[src/rtl/memory_transfer_sequencer.sv]
// ============================================================================
// memory_transfer_sequencer
//
// Purpose:
//   Control-side driver for the ALU system datapath. Accepts one command at a
//   time from the instruction controller and generates the Mem/IR/DR/ARF/RF/
//   Mux/ALU control words for byte-serial memory transfers:
//     - instruction fetch (two bytes at PC into IR, low byte first)
//     - word load (WORD_BYTES bytes at AR shifted into DR, then DR into RF)
//     - word store (RF word through ALU pass-through, MuxC picks one byte per
//       cycle, most significant byte first, written at AR)
//   All control outputs are registered and depend only on the state, the
//   byte counter and the operands latched on accept.
//
// Ports:
//   Clock, Reset                  rising-edge clock, synchronous active-high reset
//   Cmd_Valid / Cmd_Ready         command handshake (Ready high only when idle)
//   Cmd_Op [1:0]                  00 fetch, 01 load, 10 store, 11 reserved
//   Cmd_Reg [1:0]                 RF register R1..R4
//   Cmd_SP                        (MEMSEQ_SP_EN only) address load/store via SP
//   Done, Err                     one-cycle completion pulse, error with Done
//   Mem_CS, Mem_WR                active-low memory select, 1 = write
//   IR_Write, IR_LH               IR load enable, byte half select
//   DR_E, DR_FunSel               DR enable and function
//   ARF_RegSel/FunSel/OutDSel     address register file control
//   RF_RegSel/FunSel/OutASel      register file control
//   MuxASel, MuxCSel, MuxDSel     datapath multiplexer selects
//   ALU_FunSel, ALU_WF            ALU function, flag write (always 0)
//
// Configuration:
//   MEMSEQ_SP_EN  when defined adds the Cmd_SP input; load/store then address
//                 memory through SP when Cmd_SP was set on accept.
// ============================================================================
module memory_transfer_sequencer #(
    parameter int unsigned WORD_BYTES = 4,
    parameter logic [4:0]  ALU_PASS_A = 5'b10000
) (
    input  logic       Clock,
    input  logic       Reset,
    input  logic       Cmd_Valid,
    output logic       Cmd_Ready,
    input  logic [1:0] Cmd_Op,
    input  logic [1:0] Cmd_Reg,
`ifdef MEMSEQ_SP_EN
    input  logic       Cmd_SP,
`endif
    output logic       Done,
    output logic       Err,
    output logic       Mem_CS,
    output logic       Mem_WR,
    output logic       IR_Write,
    output logic       IR_LH,
    output logic       DR_E,
    output logic [1:0] DR_FunSel,
    output logic [2:0] ARF_RegSel,
    output logic [1:0] ARF_FunSel,
    output logic [1:0] ARF_OutDSel,
    output logic [3:0] RF_RegSel,
    output logic [2:0] RF_FunSel,
    output logic [2:0] RF_OutASel,
    output logic [1:0] MuxASel,
    output logic [1:0] MuxCSel,
    output logic       MuxDSel,
    output logic [4:0] ALU_FunSel,
    output logic       ALU_WF
);

    typedef enum logic [2:0] {
        S_IDLE,
        S_FETCH_L,
        S_FETCH_H,
        S_LOAD_B,
        S_LOAD_WB,
        S_STORE_B,
        S_DONE
    } state_t;

    typedef struct packed {
        logic       cmd_ready;
        logic       done;
        logic       err;
        logic       mem_cs;
        logic       mem_wr;
        logic       ir_write;
        logic       ir_lh;
        logic       dr_e;
        logic [1:0] dr_funsel;
        logic [2:0] arf_regsel;
        logic [1:0] arf_funsel;
        logic [1:0] arf_outdsel;
        logic [3:0] rf_regsel;
        logic [2:0] rf_funsel;
        logic [2:0] rf_outasel;
        logic [1:0] muxasel;
        logic [1:0] muxcsel;
        logic       muxdsel;
        logic [4:0] alu_funsel;
        logic       alu_wf;
    } ctrl_t;

    // Index of the last byte; also the first MuxC byte select of a store.
    localparam logic [1:0] LAST_IDX = 2'(WORD_BYTES - 1);

    state_t     state_q, state_d;
    logic [1:0] cnt_q, cnt_d;
    logic [1:0] op_q, op_d;
    logic [1:0] reg_q, reg_d;
    logic       sp_q, sp_d;
    logic       cmd_sp;
    ctrl_t      ctrl_q, ctrl_d;

`ifdef MEMSEQ_SP_EN
    assign cmd_sp = Cmd_SP;
`else
    assign cmd_sp = 1'b0;
`endif

    // Control word for a given state. Everything not explicitly driven stays
    // 0, which leaves memory deselected and all register files holding.
    function automatic ctrl_t decode(input state_t st, input logic [1:0] cnt,
                                     input logic [1:0] op, input logic [1:0] rg,
                                     input logic sp);
        ctrl_t c;
        c        = '0;
        c.mem_cs = 1'b1;
        case (st)
            S_IDLE: c.cmd_ready = 1'b1;
            S_FETCH_L, S_FETCH_H: begin
                c.mem_cs      = 1'b0;
                c.ir_write    = 1'b1;
                c.ir_lh       = (st == S_FETCH_H);
                c.arf_outdsel = 2'b00;
                c.arf_regsel  = 3'b100;
                c.arf_funsel  = 2'b01;
            end
            S_LOAD_B: begin
                c.mem_cs      = 1'b0;
                c.dr_e        = 1'b1;
                c.dr_funsel   = 2'b10;
                c.arf_outdsel = sp ? 2'b01 : 2'b10;
                c.arf_regsel  = sp ? 3'b001 : 3'b010;
                c.arf_funsel  = 2'b01;
            end
            S_LOAD_WB: begin
                c.muxasel   = 2'b10;
                c.rf_funsel = 3'b010;
                c.rf_regsel = 4'b1000 >> rg;
            end
            S_STORE_B: begin
                // Big-endian: byte select counts down from the MSB.
                c.rf_outasel  = {1'b0, rg};
                c.muxdsel     = 1'b0;
                c.alu_funsel  = ALU_PASS_A;
                c.muxcsel     = LAST_IDX - cnt;
                c.mem_cs      = 1'b0;
                c.mem_wr      = 1'b1;
                c.arf_outdsel = sp ? 2'b01 : 2'b10;
                c.arf_regsel  = sp ? 3'b001 : 3'b010;
                c.arf_funsel  = 2'b01;
            end
            S_DONE: begin
                c.done = 1'b1;
                c.err  = (op == 2'b11);
            end
            default: ;
        endcase
        return c;
    endfunction

    // Next-state logic. The control word is decoded from the next state so
    // that the registered outputs line up with the state register.
    always_comb begin
        state_d = state_q;
        cnt_d   = cnt_q;
        op_d    = op_q;
        reg_d   = reg_q;
        sp_d    = sp_q;
        case (state_q)
            S_IDLE: begin
                cnt_d = '0;
                if (Cmd_Valid) begin
                    op_d  = Cmd_Op;
                    reg_d = Cmd_Reg;
                    sp_d  = cmd_sp;
                    case (Cmd_Op)
                        2'b00:   state_d = S_FETCH_L;
                        2'b01:   state_d = S_LOAD_B;
                        2'b10:   state_d = S_STORE_B;
                        default: state_d = S_DONE;
                    endcase
                end
            end
            S_FETCH_L: state_d = S_FETCH_H;
            S_FETCH_H: state_d = S_DONE;
            S_LOAD_B: begin
                cnt_d = cnt_q + 2'd1;
                if (cnt_q == LAST_IDX) begin
                    cnt_d   = '0;
                    state_d = S_LOAD_WB;
                end
            end
            S_LOAD_WB: state_d = S_DONE;
            S_STORE_B: begin
                cnt_d = cnt_q + 2'd1;
                if (cnt_q == LAST_IDX) begin
                    cnt_d   = '0;
                    state_d = S_DONE;
                end
            end
            S_DONE: begin
                cnt_d   = '0;
                state_d = S_IDLE;
            end
            default: state_d = S_IDLE;
        endcase
        ctrl_d = decode(state_d, cnt_d, op_d, reg_d, sp_d);
    end

    // State, operand and output registers. Reset takes effect at the edge,
    // so the cycle with Reset high still drives the current control word.
    always_ff @(posedge Clock) begin
        if (Reset) begin
            state_q <= S_IDLE;
            cnt_q   <= '0;
            op_q    <= '0;
            reg_q   <= '0;
            sp_q    <= 1'b0;
            ctrl_q  <= decode(S_IDLE, 2'b00, 2'b00, 2'b00, 1'b0);
        end else begin
            state_q <= state_d;
            cnt_q   <= cnt_d;
            op_q    <= op_d;
            reg_q   <= reg_d;
            sp_q    <= sp_d;
            ctrl_q  <= ctrl_d;
        end
    end

    assign Cmd_Ready   = ctrl_q.cmd_ready;
    assign Done        = ctrl_q.done;
    assign Err         = ctrl_q.err;
    assign Mem_CS      = ctrl_q.mem_cs;
    assign Mem_WR      = ctrl_q.mem_wr;
    assign IR_Write    = ctrl_q.ir_write;
    assign IR_LH       = ctrl_q.ir_lh;
    assign DR_E        = ctrl_q.dr_e;
    assign DR_FunSel   = ctrl_q.dr_funsel;
    assign ARF_RegSel  = ctrl_q.arf_regsel;
    assign ARF_FunSel  = ctrl_q.arf_funsel;
    assign ARF_OutDSel = ctrl_q.arf_outdsel;
    assign RF_RegSel   = ctrl_q.rf_regsel;
    assign RF_FunSel   = ctrl_q.rf_funsel;
    assign RF_OutASel  = ctrl_q.rf_outasel;
    assign MuxASel     = ctrl_q.muxasel;
    assign MuxCSel     = ctrl_q.muxcsel;
    assign MuxDSel     = ctrl_q.muxdsel;
    assign ALU_FunSel  = ctrl_q.alu_funsel;
    assign ALU_WF      = ctrl_q.alu_wf;

endmodule

[config.mk]
export PLATFORM = sky130hd
export DESIGN_NAME = memory_transfer_sequencer
export DESIGN_NICKNAME = d
export VERILOG_FILES = /design/src/rtl/memory_transfer_sequencer.sv
export SDC_FILE = /design/constraint.sdc
export NUM_CORES = 1
export LEC_CHECK = 0
export BUFFER_PORTS_ARGS = -buffer_cell sky130_fd_sc_hd__buf_4
export CAP_MARGIN = 5
export CORE_UTILIZATION = 35
export DETAILED_ROUTE_END_ITERATION = 10
export SLEW_MARGIN = 20
export SYNTH_ARGS = -nofsm -noshare
export SYNTH_HDL_FRONTEND = slang
export SYNTH_SLANG_ARGS = --single-unit
[constraint.sdc]
create_clock -name Clock -period 2.1 [get_ports Clock]
set_input_delay 0.21 -clock Clock [delete_from_list [all_inputs] [get_ports Clock]]
set_output_delay 0.21 -clock Clock [all_outputs]
set_load 0.005 [all_outputs]
==> results of run 1 <==
routing by layer:
layer	track usage, %	vias to the layer above	wire [µm]
li1	-	485	-
met1	16.0	469	1050
met2	23.4	34	1300
met3	6.34	6	158
met4	9.94	0	78
met5	0	-	0
final cells by class:
type / instances / share of cell area (%)
clock buffers: 6 / 4.48
clock inverters: 1 / 1.85
inverters: 6 / 1.39
multi-input cells: 88 / 34.7
flip-flops and latches: 31 / 38.3
well taps: 46 / 3.55
repair buffers: 34 / 15.7
logic make-up (layout without fill, tap and decap cells):
family | Yosys count | after routing | share of synthesized area (%)
compound gates | 16 | 16 | 9.92
xor+xnor | 1 | 1 | 1.24
fa+ha+maj | 1 | 1 | 0.953
buf+inv | 27 | 47 | 13.5
flops | 31 | 31 | 47.3
mux | 5 | 5 | 3.91
other cells | 1 | 12 | 0.286
simple gates | 53 | 53 | 22.9
cells in the mapped netlist, types with 2 or more instances:
cell type	instances
nor3_1	5
nand2_1	9
nor2b_1	2
dfxtp_1	31
inv_1	6
nor3b_1	4
a21oi_1	4
mux2i_1	4
nand3b_1	2
o21ai_0	2
nand3_1	2
buf_4	18
nor2_1	18
registers in the layout, indices dropped and copies added (netlist names):
signal	cells
Mem_CS	1
Mem_WR	1
op_q	2
RF_RegSel	4
reg_q	2
ARF_RegSel	3
RF_OutASel	2
Done	1
sp_q	1
state_q	3
Cmd_Ready	1
DR_E	1
Err	1
ARF_FunSel	1
IR_Write	1
IR_LH	1
MuxCSel	2
RF_FunSel	1
cnt_q	2
report_power, final:
group / total (mW) / switching (mW) / leakage [nW] / internal [mW]
Sequential: 0.700 / 0.0502 / 0.253 / 0.649
Combinational: 0.384 / 0.195 / 0.437 / 0.189
Clock: 0.556 / 0.209 / 0.0513 / 0.347
Total: 1.64 / 0.454 / 0.741 / 1.19
metrics by stage:
stage               instance area [µm²]  worst slack, ps
global placement                   1510              212
global route                       1620             35.5
floorplan                          1350              284
CTS                                1610             98.9
finish                             1620              162
detailed placement                 1510              111
final timing paths:
check | slack [ps] | to | startpoint | cells past startpoint
worst max-delay path | 160 | ARF_FunSel[0]$_SDFF_PP0_ | cnt_q[0]$_SDFF_PP0_ | 5
worst min-delay path | 190 | op_q[1]$_SDFF_PP0_ | Cmd_Op[1] | 3
worst max register to register | 160 | ARF_FunSel[0]$_SDFF_PP0_ | cnt_q[0]$_SDFF_PP0_ | 5
worst min register to register | 460 | op_q[1]$_SDFF_PP0_ | op_q[1]$_SDFF_PP0_ | 2
worst max-delay path: cells and delay by family, from the launching register on:
kind                       cells  cell delay [ps]
AOI/OAI and AO/OA              2              660
DFF                            1              380
muxes                          1              360
adders and majority gates      1              250
and+or+nand+nor                1              190
==> flow_metrics.tcl, run 1 <==
set metrics [dict create \
    clock_path_buffers 2 \
    status "completed" \
    drt_iter0_drc 24 \
    worst_ep_required_time_ps 2280 \
    ys.flop_type "dfxtp_1" \
    synth_cell_types 41 \
    yosys_warnings 0 \
    final_cell_mix "buf_4, dfxtp_1, nor2_1, conb_1, nand2_1" \
    drt-total-wl_um 2590 \
    seq_area_frac_synth_pct 47.3 \
    start_util_pct 37.8 \
    critical_path_class "register to register" \
    cts.sink_count 31 \
    hold_buffers 0 \
    htree_levels 2 \
    postCtsSetupRepairBufs 0 \
    fmax_ghz 0.516 \
    routed_via_density 4.69 \
    grt_pass1_wl_um 4320 \
    slew_viol_final 0 \
    path_max_fanout 7 \
    grt_setup_unrepaired "no" \
    crit_path_end_kind "register" \
    yosysTopAreaCell "dfxtp_1" \
    io_pins 45 \
    crit_chain "ha_2 -> mux2_2 -> a221o_1 -> and2_4 -> a211oi_1" \
    diodes 0 \
    setup-tns-final_ps 0 \
    final_cell_count_no_fill 212 \
    dp_cells 205 \
    fin_crit_sh_pct 92.3 \
    synth-seq-cells 31 \
    grt-ovfl-total 0 \
    die_area_um2 4000 \
    area_delta_synth_final_pct 23.5 \
    antenna_found_initial 0 \
    crit_slowest_cell "a221o_1" \
    hp-class "primary input to register" \
    synthCells 135 \
    drive_above_1_share_pct 31.3 \
    vias 994 \
    gp_congestion 0.881 \
    synth-edff-count 0 \
    start_kind "register" \
    p_per_area_nw_per_um2 1010 \
    cts_tree "yes" \
    multiInputGateArea_um2 563 \
    ys_top_cells_by_area "dfxtp_1, buf_4, nor2_1" \
    yosysTopAreaCellShare_pct 47.3 \
    syn_avg_cell_area_um2 9.72 \
    num_rows 21 \
    max_cap_violations 0 \
    grt_usage_pct 14.8 \
    clockRootBuffer "clkbuf_8" \
    nNetsFinal 174 \
    nFillCells 345 \
    dp_hpwl_um 1840 \
    drcViolationCount 0 \
    peakVddDrop_uv 426 \
    drt_pass1_iterations 4 \
    grt_pass1_vias 924 \
    regArea_um2 621 \
    critPathMaxStageDelay_ps 390 \
    wl_per_cell_um 12.2 \
    final_common_cell "buf_4" \
    coreArea_um2 3470 \
    hold_viol 0 \
    cts_buffers 5 \
    io_buffers 32 \
    die_y_um 63.2 \
    syn_area_um2 1310 \
    worst-endpoint-arrival_ps 2120 \
    layout_min_cycle_time_ps 1940 \
    p_leak_nw 0.741 \
    total_power_mw 1.64 \
    finish.utilization_pct 46.8 \
    hold_ws_ps 195 \
    synthArstFlopShare_pct 0 \
    ant_nets 0 \
    cts_resized 0 \
    setup_viol 0 \
    clk_pin_slew_ps 60 \
    grt_max_degree 18 \
    die_x_um 63.2 \
    clock_latency_ps 280 \
    finalClockSkew_ps 4.65 \
]
No activity file was read; power rests on OpenSTA's default activity.
==> inputs of run 2 (changes only) <==
MAX_ROUTING_LAYER = met4   (was not set)
==> run 2 against run 1 <==
Net effect: die area did not move; setup slack worse by 39 ps; sequential cell count stayed put; sequential share of layout area increased by 0.69 points; global-route usage fell by 0.77 points; clock power shrank 22%; maximum frequency is 2.0% lower; critical path type unchanged; highest routed layer unchanged.
==> flow_metrics.tcl, run 2 (synthesis gave the netlist of run 1 again) <==
set metrics [dict create \
    worst-endpoint-arrival_ps 2150 \
    htree_levels 2 \
    largest_reg_flops 4 \
    total_power_mw 1.51 \
    holdCritStartpoint "Cmd_Op[0]" \
    p_leak_nw 0.735 \
    setup_viol 0 \
    start_util_pct 37.8 \
    hold_buffers 0 \
    final_cell_count_no_fill 213 \
    cts_tree "yes" \
    num_rows 21 \
    setup-tns-final_ps 0 \
    vias 997 \
    hp-class "primary input to register" \
    grt_pass1_vias 906 \
    clock_path_buffers 2 \
    dp_hpwl_um 1750 \
    ant_nets 0 \
    cts_resized 0 \
    hold_viol 0 \
    rr_startpoint "cnt_q[0]$_SDFF_PP0_" \
    grt_usage_pct 14.0 \
    path_max_fanout 7 \
    r2r-end "Mem_CS$_SDFF_PP1_" \
    cts.sink_count 31 \
    nNetsFinal 174 \
    drcViolationCount 0 \
    crit_chain "ha_1 -> mux2_2 -> a221o_1 -> and2_4 -> a211o_1" \
    drive_above_1_share_pct 29.9 \
    r2r_cells 5 \
    crit_path_end_kind "register" \
    drt_pass1_iterations 4 \
    layout_min_cycle_time_ps 1980 \
    slew_viol_final 0 \
    ff2ff_setup_slack_ps 120 \
    die_area_um2 4000 \
    area_delta_synth_final_pct 21.4 \
    clk_pin_slew_ps 60 \
    nFillCells 345 \
    drt-total-wl_um 2450 \
    grt_pass1_wl_um 4060 \
    fin_ws_ps 122 \
    die_x_um 63.2 \
    gp_congestion 0.823 \
    antenna_found_initial 0 \
    place_ws_ps 141 \
    final_cell_mix "buf_4, dfxtp_1, nor2_1, conb_1, nand2_1" \
    whs_path_depth 3 \
    finalClockSkew_ps 3.32 \
    die_y_um 63.2 \
    max_cap_violations 0 \
    diodes 0 \
    grt-ovfl-total 0 \
    start_kind "register" \
    whs_endpoint "op_q[0]$_SDFF_PP0_" \
    cp_top_family "compound AO/OA/AOI/OAI gates" \
    coreArea_um2 3470 \
    peakVddDrop_uv 607 \
    postCtsSetupRepairBufs 0 \
    p_per_area_nw_per_um2 950 \
    critPathMaxStageDelay_ps 410 \
    regArea_um2 621 \
    status "completed" \
    cts_buffers 5 \
    critical_path_class "register to register" \
    io_pins 45 \
    multiInputGateArea_um2 556 \
    crit_slowest_cell "a221o_1" \
    routed_via_density 4.68 \
    io_buffers 32 \
    wl_per_cell_um 11.5 \
    grt_max_degree 18 \
    crit_buf_inv 0 \
    fmax_ghz 0.506 \
    worst_ep_required_time_ps 2270 \
    fin_crit_sh_pct 94.2 \
    final_common_cell "buf_4" \
    grt_setup_unrepaired "no" \
    clock_latency_ps 280 \
    dp_cells 205 \
    clockRootBuffer "clkbuf_8" \
    drt_iter0_drc 23 \
]
[run 2: worst register-to-register path, delay by kind of cell, from the launching register on]
kind / cells / cell delay [ps]
AO/OA/AOI/OAI: 2 / 670
adder cells (fa/ha/maj): 1 / 270
flip-flops: 1 / 370
multiplexers: 1 / 370
AND/OR/NAND/NOR: 1 / 200
[run 2: worst max-delay path by stage]
stage,startpoint,to,cells past startpoint
floorplan,cnt_q[0]$_SDFF_PP0_,Mem_CS$_SDFF_PP1_,5
global placement,cnt_q[0]$_SDFF_PP0_,Mem_CS$_SDFF_PP1_,5
detailed placement,cnt_q[0]$_SDFF_PP0_,Mem_CS$_SDFF_PP1_,5
CTS,cnt_q[0]$_SDFF_PP0_,Mem_CS$_SDFF_PP1_,5
global route,cnt_q[1]$_SDFF_PP0_,ARF_RegSel[1]$_SDFF_PP0_,5
finish,cnt_q[0]$_SDFF_PP0_,Mem_CS$_SDFF_PP1_,5
[run 2: through the flow]
| step | util (%) | hold WS, ps | instance area, µm² |
|---|---|---|---|
| 2_1_floorplan | - | 282 | 1350 |
| 3_3_place_gp | 43.6 | 444 | 1510 |
| 3_5_place_dp | 43.6 | 446 | 1510 |
| 4_1_cts | 45.9 | 194 | 1590 |
| 5_1_grt | 45.9 | 201 | 1590 |
| 6_report | 45.9 | 199 | 1590 |
[run 2: power by group]
group / internal (mW) / switching (mW) / leakage (nW)
clock: 0.232 / 0.203 / 0.0422
combinational: 0.186 / 0.194 / 0.440
sequential: 0.650 / 0.0493 / 0.253
total: 1.07 / 0.446 / 0.735
[run 2: final cells by class]
class                      count  share of cell area [%]
inverter                       6                    1.41
timing repair buffer          34                    16.0
clock inverter                 1                   0.314
sequential                    31                    39.0
tap                           46                    3.61
clock buffer                   7                    4.79
multi-input combinational     88                    34.9
[run 2: routing by layer]
layer,track usage [%],vias up,routed length [µm]
met5,-,-,0
met4,9.09,0,48
met3,5.98,5,158
met2,21.0,40,1190
met1,15.2,466,1050
li1,-,486,-
==> inputs of run 3 (changes only) <==
clock period = 1.9 ns   (was 2.1 ns; I/O delays follow)
==> run 3 against run 2 <==
Net effect: first-iteration DRC count grew 74%; wire length grew 2.7%; cell count up 0.47%; sequential cell count is the same; power grew 13%; combinational power is 16% higher; setup slack lost 52 ps; clock power grew 14%; largest power group unchanged; sequential share of layout area decreased by 0.74 points; clock skew is 2.0 ps higher; non-clock buffer count is 1 higher.
==> flow_metrics.tcl, run 3 (synthesis gave the netlist of run 1 again) <==
set metrics [dict create \
    clock_latency_ps 280 \
    die_x_um 63.2 \
    worst-endpoint-arrival_ps 2010 \
    placedInstanceArea_um2 1520 \
    crit_buf_inv 0 \
    ant_nets 0 \
    final_cell_count_no_fill 214 \
    die_y_um 63.2 \
    cts_tree "yes" \
    clockRootBuffer "clkbuf_8" \
    p_per_area_nw_per_um2 1050 \
    hold_viol 0 \
    routed_via_density 4.64 \
    num_rows 21 \
    clock_path_buffers 2 \
    slew_viol_final 0 \
    grt-ovfl-total 0 \
    p_leak_nw 0.739 \
    rr_startpoint "cnt_q[0]$_SDFF_PP0_" \
    critical_path_class "register to register" \
    drt_pass1_iterations 5 \
    grt_setup_unrepaired "no" \
    htree_levels 2 \
    final_area_um2 1630 \
    fin_crit_sh_pct 96.3 \
    grt_pass1_vias 886 \
    clk_pin_slew_ps 70 \
    r2r-end "Mem_CS$_SDFF_PP1_" \
    dp_cells 206 \
    hp-class "primary input to register" \
    gp_congestion 0.867 \
    area_delta_synth_final_pct 24.2 \
    total_power_mw 1.71 \
    grt_max_degree 18 \
    wl_per_cell_um 11.7 \
    max_cap_violations 0 \
    crit_path_end_kind "register" \
    cp_top_family "compound AO/OA/AOI/OAI gates" \
    nNetsFinal 175 \
    crit_chain "ha_4 -> mux2_2 -> a221o_1 -> and2_4 -> a211o_1" \
    die_area_um2 4000 \
    fmax_ghz 0.547 \
    grt_use_met1_pct 15.2 \
    final_cell_mix "buf_4, dfxtp_1, nor2_1, conb_1, nand2_1" \
    final_common_cell "buf_4" \
    grt_pass1_wl_um 4020 \
    whs_path_depth 3 \
    met2_usage_pct 21.8 \
    r2r_cells 5 \
    drcViolationCount 0 \
    drt-total-wl_um 2510 \
    antenna_found_initial 0 \
    io_buffers 32 \
    drive_above_1_share_pct 33.9 \
    grt_use_met3_pct 5.62 \
    cts.sink_count 31 \
    cts_buffers 5 \
    cp.depth 5 \
    critPathMaxStageDelay_ps 410 \
    start_util_pct 37.8 \
    holdCritStartpoint "Cmd_Op[0]" \
    drt_iter0_drc 40 \
    diodes 0 \
    worst_ep_required_time_ps 2080 \
    dp_hpwl_um 1800 \
    layout_min_cycle_time_ps 1830 \
    hold_ws_ps 171 \
    ff2ff_setup_slack_ps 70 \
    setup_viol 0 \
    peakVddDrop_uv 473 \
    grt.busiest_layer "met2" \
    path_max_fanout 5 \
    crit_slowest_cell "dfxtp_1" \
    start_kind "register" \
    largest_reg_flops 4 \
    postCtsSetupRepairBufs 0 \
    io_pins 45 \
    setup-tns-final_ps 0 \
    status "completed" \
    finalClockSkew_ps 5.29 \
    grt_usage_pct 13.8 \
    coreArea_um2 3470 \
    whs_endpoint "op_q[0]$_SDFF_PP0_" \
    vias 994 \
]
run 3: how the worst max path moves through the flow:
stage               slack (ps)                       end                 from
floorplan                   80         Mem_CS$_SDFF_PP1_  cnt_q[0]$_SDFF_PP0_
global placement            80         Mem_CS$_SDFF_PP1_  cnt_q[0]$_SDFF_PP0_
detailed placement         -60  ARF_RegSel[1]$_SDFF_PP0_  cnt_q[0]$_SDFF_PP0_
CTS                         30         Mem_CS$_SDFF_PP1_  cnt_q[0]$_SDFF_PP0_
global route                10  ARF_RegSel[1]$_SDFF_PP0_  cnt_q[0]$_SDFF_PP0_
finish                      70         Mem_CS$_SDFF_PP1_  cnt_q[0]$_SDFF_PP0_
run 3: timing repair:
item,CTS,global route
hold buffers,0,0
pin swaps,0,0
setup endpoints to repair,2,9
endpoints found under the hold margin,0,0
resized for setup,2,4
run 3: power by group:
group	internal (mW)	switching (mW)
combinational	0.218	0.221
sequential	0.719	0.0543
clock	0.255	0.240
run 3: cell type report:
class                   count  area (µm²)
multi-input cells          88         579
repair buffers             35         263
clock buffers               6        72.6
inverters                   6        22.5
clock inverters             2        12.5
fillers                   341        1840
well taps                  46        57.6
flip-flops and latches     31         623
run 3: per-layer routing:
metal  wire (µm)  vias up  part of all wire [%]
met5           0        -                     0
met4          39        0                   1.6
met3         174        5                   6.9
met2        1220       40                    48
met1        1080      462                    43
li1            -      487                     -
run 3: worst reg2reg max path, delay by kind of cell (launching register included):
kind,cells,cell delay (ps)
AOI/OAI and AO/OA,2,590
muxes,1,350
and+or+nand+nor,1,170
adders and majority gates,1,200
DFF,1,410
run 3: metrics by stage:
step           setup WS [ps]  utilization [%]
5_1_grt                 13.3             47.0
6_report                70.4             47.0
2_1_floorplan           84.4                -
3_5_place_dp           -62.7             43.8
4_1_cts                 29.8             46.5
3_3_place_gp            84.6             43.8
